$ cat src/rtl/kstream_pkg.sv
// Shared types and parameter-derived constants for the kstream sequencer.
// The optional KSTREAM_THROTTLE_EN build uses LFSR_SEED from here.
package kstream_pkg;

   typedef enum logic [1:0] {
      IDLE = 2'd0,
      RUN  = 2'd1,
      DONE = 2'd2
   } state_e;

   localparam logic [15:0] LFSR_SEED = 16'hACE1;

   // Index of the final beat of one work instance, padding included.
   function automatic int unsigned lastIdx(input int size, input int lat, input int iovect);
      return int'(size - iovect + lat * iovect);
   endfunction

   function automatic int unsigned padStart(input int size);
      return size;
   endfunction

   function automatic int unsigned outStart(input int lat, input int iovect);
      return lat * iovect;
   endfunction

endpackage

$ cat src/rtl/kstream_seq_if.sv
// Bundle of the sequencer's launch, kernel-handshake and buffer-address signals.
// master is the sequencer side; slave is the buffer/DMA or bench side.
interface kstream_seq_if #(
   parameter int DATAW = 32
);

   logic             start;
   logic             src_ok;
   logic             k_ovalid;
   logic             k_ivalid;
   logic             in_rd_en;
   logic [DATAW-1:0] in_addr;
   logic             pad;
   logic             out_wr_en;
   logic [DATAW-1:0] out_addr;
   logic [DATAW-1:0] lincount;
   logic [DATAW-1:0] wi_count;
   logic             busy;
   logic             done;
   logic             err_ovalid;

   modport master (
      input  start, src_ok, k_ovalid,
      output k_ivalid, in_rd_en, in_addr, pad, out_wr_en, out_addr,
             lincount, wi_count, busy, done, err_ovalid
   );

   modport slave (
      output start, src_ok, k_ovalid,
      input  k_ivalid, in_rd_en, in_addr, pad, out_wr_en, out_addr,
             lincount, wi_count, busy, done, err_ovalid
   );

endinterface

$ cat src/rtl/kstream_throttle.sv
// Pseudo-random back-pressure generator, only instantiated when KSTREAM_THROTTLE_EN is defined.
// 16-bit Fibonacci LFSR (taps 16,14,13,11) plus a 2-bit hold counter.
module kstream_throttle
   import kstream_pkg::*;
(
   input  logic clock,
   input  logic resetn,
   input  logic en,
   output logic throttle
);

   logic [15:0] lfsr_q;
   logic [15:0] lfsr_d;
   logic [1:0]  hold_q;
   logic        trigger;

   always_comb begin
      lfsr_d  = {lfsr_q[14:0], lfsr_q[15] ^ lfsr_q[13] ^ lfsr_q[12] ^ lfsr_q[10]};
      trigger = (lfsr_q[3:0] == 4'd0);
   end

   assign throttle = en & (trigger | (hold_q != 2'd0));

   // A trigger stalls this cycle and loads a further 0-3 cycles of stall.
   always_ff @(posedge clock) begin
      if (!resetn) begin
         lfsr_q <= LFSR_SEED;
         hold_q <= 2'd0;
      end else if (en) begin
         lfsr_q <= lfsr_d;
         if (hold_q != 2'd0) begin
            hold_q <= hold_q - 2'd1;
         end else if (trigger) begin
            hold_q <= lfsr_q[5:4];
         end
      end
   end

endmodule

$ cat src/rtl/kstream_seq.sv
// Index/address sequencer for the fixed-latency streaming kernel, padding each work instance.
// Define KSTREAM_THROTTLE_EN to add LFSR-driven back-pressure via kstream_throttle.
module kstream_seq
   import kstream_pkg::*;
#(
   parameter int DATAW      = 32,
   parameter int SIZE       = 1024,
   parameter int IN_OUT_LAT = 8,
   parameter int IOVECT     = 1,
   parameter int NWI        = 1
) (
   input  logic          clock,
   input  logic          resetn,
   kstream_seq_if.master bus
);

   localparam logic [DATAW-1:0] LAST_IDX  = DATAW'(lastIdx(SIZE, IN_OUT_LAT, IOVECT));
   localparam logic [DATAW-1:0] PAD_START = DATAW'(padStart(SIZE));
   localparam logic [DATAW-1:0] OUT_START = DATAW'(outStart(IN_OUT_LAT, IOVECT));
   localparam logic [DATAW-1:0] STEP      = DATAW'(IOVECT);
   localparam logic [DATAW-1:0] NWI_C     = DATAW'(NWI);

   state_e           state_q;
   logic [DATAW-1:0] linCount_q;
   logic [DATAW-1:0] linCount_d;
   logic [DATAW-1:0] wiCount_q;
   logic [DATAW-1:0] wiCount_d;
   logic             errOvalid_q;
   logic             throttle;
   logic             beat;
   logic             wrap;
   logic             outWr;

`ifdef KSTREAM_THROTTLE_EN
   kstream_throttle u_throttle (
      .clock    (clock),
      .resetn   (resetn),
      .en       (state_q == RUN),
      .throttle (throttle)
   );
`else
   assign throttle = 1'b0;
`endif

   assign beat  = (state_q == RUN) & bus.src_ok & ~throttle;
   assign outWr = beat & (linCount_q >= OUT_START);

   always_comb begin
      wrap       = (linCount_q == LAST_IDX);
      linCount_d = wrap ? '0 : linCount_q + STEP;
      wiCount_d  = wrap ? wiCount_q + DATAW'(1) : wiCount_q;
   end

   // Counters only move on an issued beat; the last beat of the last instance ends the run.
   always_ff @(posedge clock) begin
      if (!resetn) begin
         state_q     <= IDLE;
         linCount_q  <= '0;
         wiCount_q   <= '0;
         errOvalid_q <= 1'b0;
      end else begin
         case (state_q)
            IDLE: begin
               if (bus.start) begin
                  state_q     <= RUN;
                  linCount_q  <= '0;
                  wiCount_q   <= '0;
                  errOvalid_q <= 1'b0;
               end
            end
            RUN: begin
               if (bus.k_ovalid != outWr) begin
                  errOvalid_q <= 1'b1;
               end
               if (beat) begin
                  linCount_q <= linCount_d;
                  wiCount_q  <= wiCount_d;
                  if (wrap && (wiCount_d == NWI_C)) begin
                     state_q <= DONE;
                  end
               end
            end
            DONE: begin
               state_q <= IDLE;
            end
            default: begin
               state_q <= IDLE;
            end
         endcase
      end
   end

   assign bus.k_ivalid   = beat;
   assign bus.in_rd_en   = beat & (linCount_q < PAD_START);
   assign bus.pad        = beat & (linCount_q >= PAD_START);
   assign bus.out_wr_en  = outWr;
   assign bus.in_addr    = linCount_q;
   assign bus.out_addr   = linCount_q - OUT_START;
   assign bus.lincount   = linCount_q;
   assign bus.wi_count   = wiCount_q;
   assign bus.busy       = (state_q != IDLE);
   assign bus.done       = (state_q == DONE);
   assign bus.err_ovalid = errOvalid_q;

endmodule

$ cat src/flat_wrapper.sv
// flat-port wrapper written by rule: the top's interface ports become plain ports
module kstream_seq_flat import kstream_pkg::*;
#(
   parameter int DATAW      = 32,
   parameter int SIZE       = 1024,
   parameter int IN_OUT_LAT = 8,
   parameter int IOVECT     = 1,
   parameter int NWI        = 1
)
  (clock, resetn, bus_start, bus_src_ok, bus_k_ovalid, bus_k_ivalid, bus_in_rd_en, bus_in_addr, bus_pad, bus_out_wr_en, bus_out_addr, bus_lincount, bus_wi_count, bus_busy, bus_done, bus_err_ovalid);
  kstream_seq_if #(.DATAW(DATAW)) bus_i ();
  input  logic clock;
  input  logic resetn;
  input wire logic [$bits(bus_i.start)-1:0] bus_start;
  input wire logic [$bits(bus_i.src_ok)-1:0] bus_src_ok;
  input wire logic [$bits(bus_i.k_ovalid)-1:0] bus_k_ovalid;
  output wire logic [$bits(bus_i.k_ivalid)-1:0] bus_k_ivalid;
  output wire logic [$bits(bus_i.in_rd_en)-1:0] bus_in_rd_en;
  output wire logic [$bits(bus_i.in_addr)-1:0] bus_in_addr;
  output wire logic [$bits(bus_i.pad)-1:0] bus_pad;
  output wire logic [$bits(bus_i.out_wr_en)-1:0] bus_out_wr_en;
  output wire logic [$bits(bus_i.out_addr)-1:0] bus_out_addr;
  output wire logic [$bits(bus_i.lincount)-1:0] bus_lincount;
  output wire logic [$bits(bus_i.wi_count)-1:0] bus_wi_count;
  output wire logic [$bits(bus_i.busy)-1:0] bus_busy;
  output wire logic [$bits(bus_i.done)-1:0] bus_done;
  output wire logic [$bits(bus_i.err_ovalid)-1:0] bus_err_ovalid;
  assign bus_i.start = bus_start;
  assign bus_i.src_ok = bus_src_ok;
  assign bus_i.k_ovalid = bus_k_ovalid;
  assign bus_k_ivalid = bus_i.k_ivalid;
  assign bus_in_rd_en = bus_i.in_rd_en;
  assign bus_in_addr = bus_i.in_addr;
  assign bus_pad = bus_i.pad;
  assign bus_out_wr_en = bus_i.out_wr_en;
  assign bus_out_addr = bus_i.out_addr;
  assign bus_lincount = bus_i.lincount;
  assign bus_wi_count = bus_i.wi_count;
  assign bus_busy = bus_i.busy;
  assign bus_done = bus_i.done;
  assign bus_err_ovalid = bus_i.err_ovalid;
  kstream_seq #(.DATAW(DATAW), .SIZE(SIZE), .IN_OUT_LAT(IN_OUT_LAT), .IOVECT(IOVECT), .NWI(NWI)) u_core (.clock(clock), .resetn(resetn), .bus(bus_i));
endmodule
$ cat config.mk
export PLATFORM = sky130hd
export DESIGN_NAME = kstream_seq_flat
export DESIGN_NICKNAME = d
export VERILOG_FILES = /design/src/rtl/kstream_pkg.sv /design/src/rtl/kstream_seq_if.sv /design/src/rtl/kstream_throttle.sv /design/src/rtl/kstream_seq.sv /design/src/flat_wrapper.sv
export SDC_FILE = /design/constraint.sdc
export NUM_CORES = 1
export LEC_CHECK = 0
export CORE_MARGIN = 5
export CORE_UTILIZATION = 53
export DETAILED_ROUTE_END_ITERATION = 6
export PLACE_DENSITY = 0.88
export SLEW_MARGIN = 10
export SYNTH_ARGS = -nofsm -noshare
export SYNTH_HDL_FRONTEND = slang
export SYNTH_SLANG_ARGS = --single-unit
$ cat constraint.sdc
create_clock -name clock -period 8.01 [get_ports clock]
set_input_delay 2.403 -clock clock [delete_from_list [all_inputs] [get_ports clock]]
set_output_delay 2.403 -clock clock [all_outputs]
set_load 0.01 [all_outputs]
==> results of run 1 <==
-- routing by layer --
metal	GRT usage [%]	vias up	routed length (um)
met3	5.89	53	1540
met4	13.2	0	616
met1	30.6	2561	6150
met5	0	-	0
li1	-	2535	-
met2	48.0	333	7910
-- power by group through the flow --
stage	Sequential [uW]	Clock [uW]	Combinational (uW)
detailed placement	344	0	45.6
floorplan	344	0	28.9
global route	337	342	50.3
CTS	336	326	46.4
finish	336	328	47.2
global placement	344	0	44.8
-- cell type report --
cell class / instances / area [um2] / share of cell area [%]
Multi-Input combinational cell: 515 / 3050 / 48.9
Inverter: 14 / 52.6 / 0.842
Sequential cell: 67 / 1340 / 21.5
Clock inverter: 6 / 87.6 / 1.40
Tap cell: 111 / 139 / 2.23
Clock buffer: 10 / 138 / 2.21
Timing Repair Buffer: 144 / 1430 / 22.9
-- worst max-delay path, cell delays in order --
cell             delay (ns)
clkdlybuf4s50_1        0.50
nand2_1                0.08
buf_4                  0.24
a31oi_1                0.24
clkdlybuf4s50_1        0.59
-- state kept, by name, summed over array words and instances, names as in the netlist --
name / cells
u_core.state_q: 2
u_core.bus.err_ovalid: 1
u_core.bus.in_addr: 32
u_core.bus.wi_count: 32
-- final timing paths --
check                              start               endpoint  slack (ns)
setup / recovery              bus_src_ok          bus_out_wr_en        1.56
hold / removal     u_core.bus.err_ovalid  u_core.bus.err_ovalid        0.52
setup reg to reg  u_core.bus.in_addr[16]      u_core.state_q[0]        4.01
hold reg to reg    u_core.bus.err_ovalid  u_core.bus.err_ovalid        0.52
-- cells in the mapped netlist, types with 3 or more instances --
cell type	n
nor2_1	84
nand2_1	68
dfxtp_1	67
clkbuf_1	44
a21oi_1	40
buf_4	36
xnor2_1	35
nor3_1	33
o21ai_0	31
nand4_1	28
xor2_1	27
nand3_1	24
nor4_1	19
inv_1	13
a311oi_1	11
or3_1	10
a31oi_1	9
and3_1	8
and4_1	7
or4_1	7
and2_1	6
ha_1	6
or2_2	5
a211o_1	4
a211oi_1	4
a41oi_1	4
buf_2	4
nand4b_1	4
o31a_1	4
buf_1	3
mux2i_1	3
nand2b_1	3
nor2b_1	3
nor3b_1	3
or4_4	3
-- cell families (layout without fill, tap and decap cells) --
group,Yosys count,count (layout),synth area share [%]
multiplexers,3,3,0.608
XOR/XNOR,62,62,11.0
AO/OA/AOI/OAI,125,125,16.0
adder cells (fa/ha/maj),6,6,1.52
buffers and inverters,103,174,11.0
flip-flops,67,67,27.2
AND/OR/NAND/NOR,319,319,32.7
-- metrics by stage --
stage          hold slack [ns]  setup slack, ns  total power (uW)  cell area (um2)
2_1_floorplan            0.501             2.38               373             4940
3_3_place_gp             0.475             1.59               389             6010
3_5_place_dp             0.502             1.53               390             6010
4_1_cts                  0.513             1.55               709             6240
5_1_grt                  0.560             1.48               729             6240
6_report                 0.515             1.56               712             6240
==> results list, run 1 <==
- Count of yosys warnings during synthesis: 0
- Clock latency reported for the late side of the worst-skew pair: 0.35 ns
* Via count: 5482
* Largest cells by area after synthesis: dfxtp_1, nor2_1, xnor2_1, buf_4, nand2_1
- Number of max-capacitance violations reported: 0
- The clock drives 67 sinks.
- TritonCTS created 9 clock buffers.
* WS Path Type: in -> out
- The synthesized netlist occupies a cell area of 4940 um2.
- In this run the horizontal extent of the chip is 107 um.
- The worst hold path belongs to the class reg -> reg.
- Clock-pin slew was measured on the worst setup and hold paths at 0.08 ns.
- CTS tree: done
- Flip-flop and latch count after synthesis: 67
- Counting cells, the worst reg-to-reg path comes to 8.
- The H-tree generated during clock tree synthesis spans 3 levels.
- Post-CTS setup repair buffer count: 0
* Fraction of power consumed by the clock network: 46.1%
- Setup skew after layout: 0.00745 ns
* Post-DP HPWL: 11.5 mm
- Remaining max-slew budget at the tightest pin: 25.9%
* Switch share: 25.1%
- The core region is 9150 um2.
- For this design the static power due to leakage is 0.00207 uW.
* Number of primary I/O pins: 140
- Top cell type by total area after synthesis: dfxtp_1
- Clock Root Buffer: clkbuf_8
- Vias in the first global route: 5077
* Total congestion overflow: 0
* Number of design rule violations left after detail routing: 0
- Per-cell routed wire length: 18.7 um
- STA classifies the critical path startpoint as a primary input.
- Internal power: 534 uW
* FFs w/ async S/R, synth: 0%
- The initial utilization of the core area, before any placement, comes to 53.9%.
- The library cell used most frequently in the layout, excluding fill and tap cells, is clkdlybuf4s50_1.
- Layout overhead on the synthesized area: 26.4%
* Net switching power figure: 179 uW
- Detailed Routing Iterations Pass 1: 5
* Arrival time of data at the critical path endpoint: 4.05 ns
- Average instance area after synthesis: 7.21 um2
* Outcome: complete, no violations
- Global placer's final weighted congestion: 0.920
- Of all nets on the critical path, the largest fanout is 25.
* Antenna Violating Nets Remaining: 0
- Final cell count without fillers: 867
- Entering global routing, the biggest net connects 33 pins.
- 0 antenna diodes ended up in the layout.
* Final number of hold-violating endpoints: 0
- During placement, the flow inserted port buffers numbering 139.
- In the global route stage, overall resource usage came out at 27.1%.
* Reg power frac: 47.2%
* Iteration-0 DRC Markers: 547
* Final core area utilization: 68.2%
- Filler Cell Count: 731
* Number of antenna violations at the first check in global routing: 0
* Die area: 11300 um2
- In the routed layout, each cell is associated on average with a via count of 6.32.
* Number of buffers between clock root and the deepest sink: 2
- Hold Crit Depth: 2
- Endpoint type of the worst setup path: primary output
- In this run the vertical extent of the chip is 107 um.
* Slew @ Worst Pin: 1.10 ns
- The first global-routing pass estimated 25.1 mm of wire.
- Of the post-synthesis cell area, the dominant cell type holds 27.2%.
- Combinational logic is responsible for 6.6% of the overall power.
* Fin crit share: 80.6%
* Main synth FF type: dfxtp_1
- Yosys mapped the design onto 54 distinct sky130hd cell types.
* Commonest cells after routing, fill and taps aside: clkdlybuf4s50_1, nor2_1, nand2_1
- Setup repair after global routing left no endpoint under its margin.
- Ratio of total power to cell area: 114 nW/um2
- The initialized floorplan defines 35 standard-cell rows.
- Final net count: 762
- The number of pins with negative max-slew slack in the final report is 0.
* Number of buffers inserted for hold repair after clock tree synthesis: 0
- For the worst setup path, the data required time is 5.61 ns.
- Gate count after technology mapping: 685
- Total Routed Length: 16.2 mm
* Final setup violation count: 0
* Share of cells above drive strength 1: 4.37%
* Time the worst path needs with I/O delays and setup: 6.45 ns
- Post-CTS Resized: 0
- Sequential-to-total area share from yosys stat: 27.2%
* Number of enable-type register cells in the synthesized netlist: 0
* Highest clock frequency the design can meet: 155 MHz
- # placed instances: 851
- The worst-case IR drop observed on VDD is 0.0000808 V.
* Post-Syn Nets: 696
- Sum of negative setup slack: 0 ns
(Power assumes the default switching activity.)
==> run 2: changes to the inputs <==
--- a/config.mk
+++ b/config.mk
@@ -6,9 +6,9 @@
 export NUM_CORES = 1
 export LEC_CHECK = 0
 export CORE_MARGIN = 5
-export CORE_UTILIZATION = 53
+export CORE_UTILIZATION = 49
 export DETAILED_ROUTE_END_ITERATION = 6
-export PLACE_DENSITY = 0.88
+export PLACE_DENSITY = 0.82
 export SLEW_MARGIN = 10
 export SYNTH_ARGS = -nofsm -noshare
 export SYNTH_HDL_FRONTEND = slang
==> constraint.sdc (replaced) <==
create_clock -name clock -period 6.55 [get_ports clock]
set_input_delay 1.965 -clock clock [delete_from_list [all_inputs] [get_ports clock]]
set_output_delay 1.965 -clock clock [all_outputs]
set_load 0.01 [all_outputs]
==> results list, run 2 (synthesis results as in run 1) <==
* Overall fraction of global-route tracks in use: 25.8%
- Setup violations remaining at the end of the flow were counted as 0.
- Setup total negative slack on the finished layout was measured at 0 ns.
* Filler Cell Count: 898
- Before CTS, the worst setup slack after placement is 1.17 ns.
- In this run, CTS created clock tree buffers numbering 9.
- Setup repair after global routing left no endpoint under its margin.
- 0 antenna diodes ended up in the layout.
- For the worst setup path, the data arrival time is 3.78 ns.
- Once routing completed, OpenROAD measured the worst setup slack at 0.809 ns.
- Number of antenna violations at the first check in global routing: 0
- Remaining max-slew budget at the tightest pin: 28.7%
- Summed over all layers, the global routing overflow is 0.
* Total Routed Length: 16.0 mm
- Die Wd: 110 um
- Across the run, the number of max-cap violations was 0.
- The critical path starts at u_core.bus.in_addr[5].
* Highest clock frequency the design can meet: 174 MHz
- H-tree levels: 3
- Via/cell ratio: 6.14
* Worst-path fanout max: 10
- Endpoint type of the worst setup path: primary output
- Cells with a size suffix above 1 make up 4.37% of the layout.
* Vias in the first global route: 5105
- Gates resized during post-CTS repair numbered 0.
* Iteration-0 DRC Markers: 449
* CTS tree: done
- Dividing the detail-routed wire length by the instance count gives 18.0 um.
* Worst Setup Start Kind: flip-flop
- The worst path in the final design needs a cycle of 5.74 ns, including I/O delays and setup.
- Buffers placed on the I/O ports in this run total 139.
- Number of design rule violations left after detail routing: 0
- Clock Root Buffer: clkbuf_8
- Endpoint required time on the critical path: 4.59 ns
* Startpoint of the lowest-slack hold path: u_core.bus.err_ovalid
- Via count: 5448
- In this run the critical register-to-register path is launched from u_core.bus.in_addr[16].
* Global placer's final weighted congestion: 0.914
* Detailed Routing Iterations Pass 1: 7
- WS Path Type: reg -> out
- The floorplan step set the die height to 110 um.
- After floorplanning, the core was sized to cover 9820 um2.
- The tightest min-delay check is of the reg -> reg type.
* Number of buffers inserted for hold repair after clock tree synthesis: 0
- The clock net in this run drives a total of 67 sinks.
* Die area: 12200 um2
- Buffers added to address setup during post-CTS repair amount to 0.
* Commonest cells after routing, fill and taps aside: clkdlybuf4s50_1, nor2_1, nand2_1
- The floorplan has 36 rows.
- Entering global routing, the biggest net connects 40 pins.
- Layout overhead on the synthesized area: 26.5%
- The detail route stage leaves a number of antenna-violating nets equal to 0.
- 140 I/O pins were placed.
- Final number of max-transition violations: 0
- The first global-routing pass estimated 25.1 mm of wire.
- At the pin with the least slew margin, the transition time is 1.06 ns.
- Clock latency reported for the late side of the worst-skew pair: 0.37 ns
- Clock skew on the completed layout was measured at 0.00960 ns.
- Outcome: complete, no violations
- The wire-length estimate of the detail-placed layout is 11.3 mm.
- Number of buffers between clock root and the deepest sink: 2
- Maximum vdd ir drop: 0.0000988 V
- Ratio of total power to cell area: 135 nW/um2
* Worst setup slack for register-to-register paths: 2.70 ns
- For this run, the post-layout net count is 761.
- The count of final hold-check violations was 0.
- The library cell used most frequently in the layout, excluding fill and tap cells, is clkdlybuf4s50_1.
- Clock-pin slew was measured on the worst setup and hold paths at 0.08 ns.
- Fin crit share: 87.7%
* Starting density of the core: 50.3%
* Cell leakage power: 0.00206 uW
[run 2: final cells by class]
class	count	area, um2	area share (%)
Timing Repair Buffer	143	1420	22.8
Clock buffer	9	124	1.98
Inverter	14	52.6	0.842
Clock inverter	7	81.3	1.30
Multi-Input combinational cell	515	3060	49.0
Sequential cell	67	1340	21.5
Tap cell	133	166	2.66
[run 2: power by group]
| group | switching (uW) | internal (uW) | total [uW] |
|---|---|---|---|
| combinational | 38.6 | 18.6 | 57.2 |
| clock | 194 | 182 | 375 |
| sequential | 2.75 | 408 | 411 |
[run 2: critical path, stage by stage, from the launching register on]
cell,delay [ns]
dfxtp_1,0.41
nor4_1,0.53
nand2_1,0.15
or3_1,0.39
or2_2,0.35
nor3_1,0.61
nand2_1,0.17
xnor2_1,0.22
clkdlybuf4s50_1,0.57
[run 2: final timing paths]
path                           endpoint  cells after the start
setup / recovery       bus_out_addr[27]                      8
hold / removal    u_core.bus.err_ovalid                      2
setup reg to reg      u_core.state_q[0]                      8
hold reg to reg   u_core.bus.err_ovalid                      2
[run 2: stage by stage]
| step | std cells | utilization [%] | power [uW] | hold slack (ns) | instance area (um2) |
|---|---|---|---|---|---|
| 2_1_floorplan | 685 | - | 456 | 0.501 | 4940 |
| 3_3_place_gp | 872 | 61.5 | 476 | 0.471 | 6040 |
| 3_5_place_dp | 872 | 61.5 | 477 | 0.485 | 6040 |
| 4_1_cts | 888 | 63.6 | 843 | 0.497 | 6240 |
| 5_1_grt | 888 | 63.6 | 872 | 0.547 | 6240 |
| 6_report | 888 | 63.6 | 844 | 0.497 | 6240 |
[run 2: routing by layer]
metal | track usage [%] | share of wire, % | vias up
li1 | - | - | 2539
met1 | 30.9 | 38 | 2562
met2 | 45.7 | 50 | 309
met3 | 4.37 | 9.5 | 38
met4 | 10.6 | 2.2 | 0
met5 | 0 | 0 | -
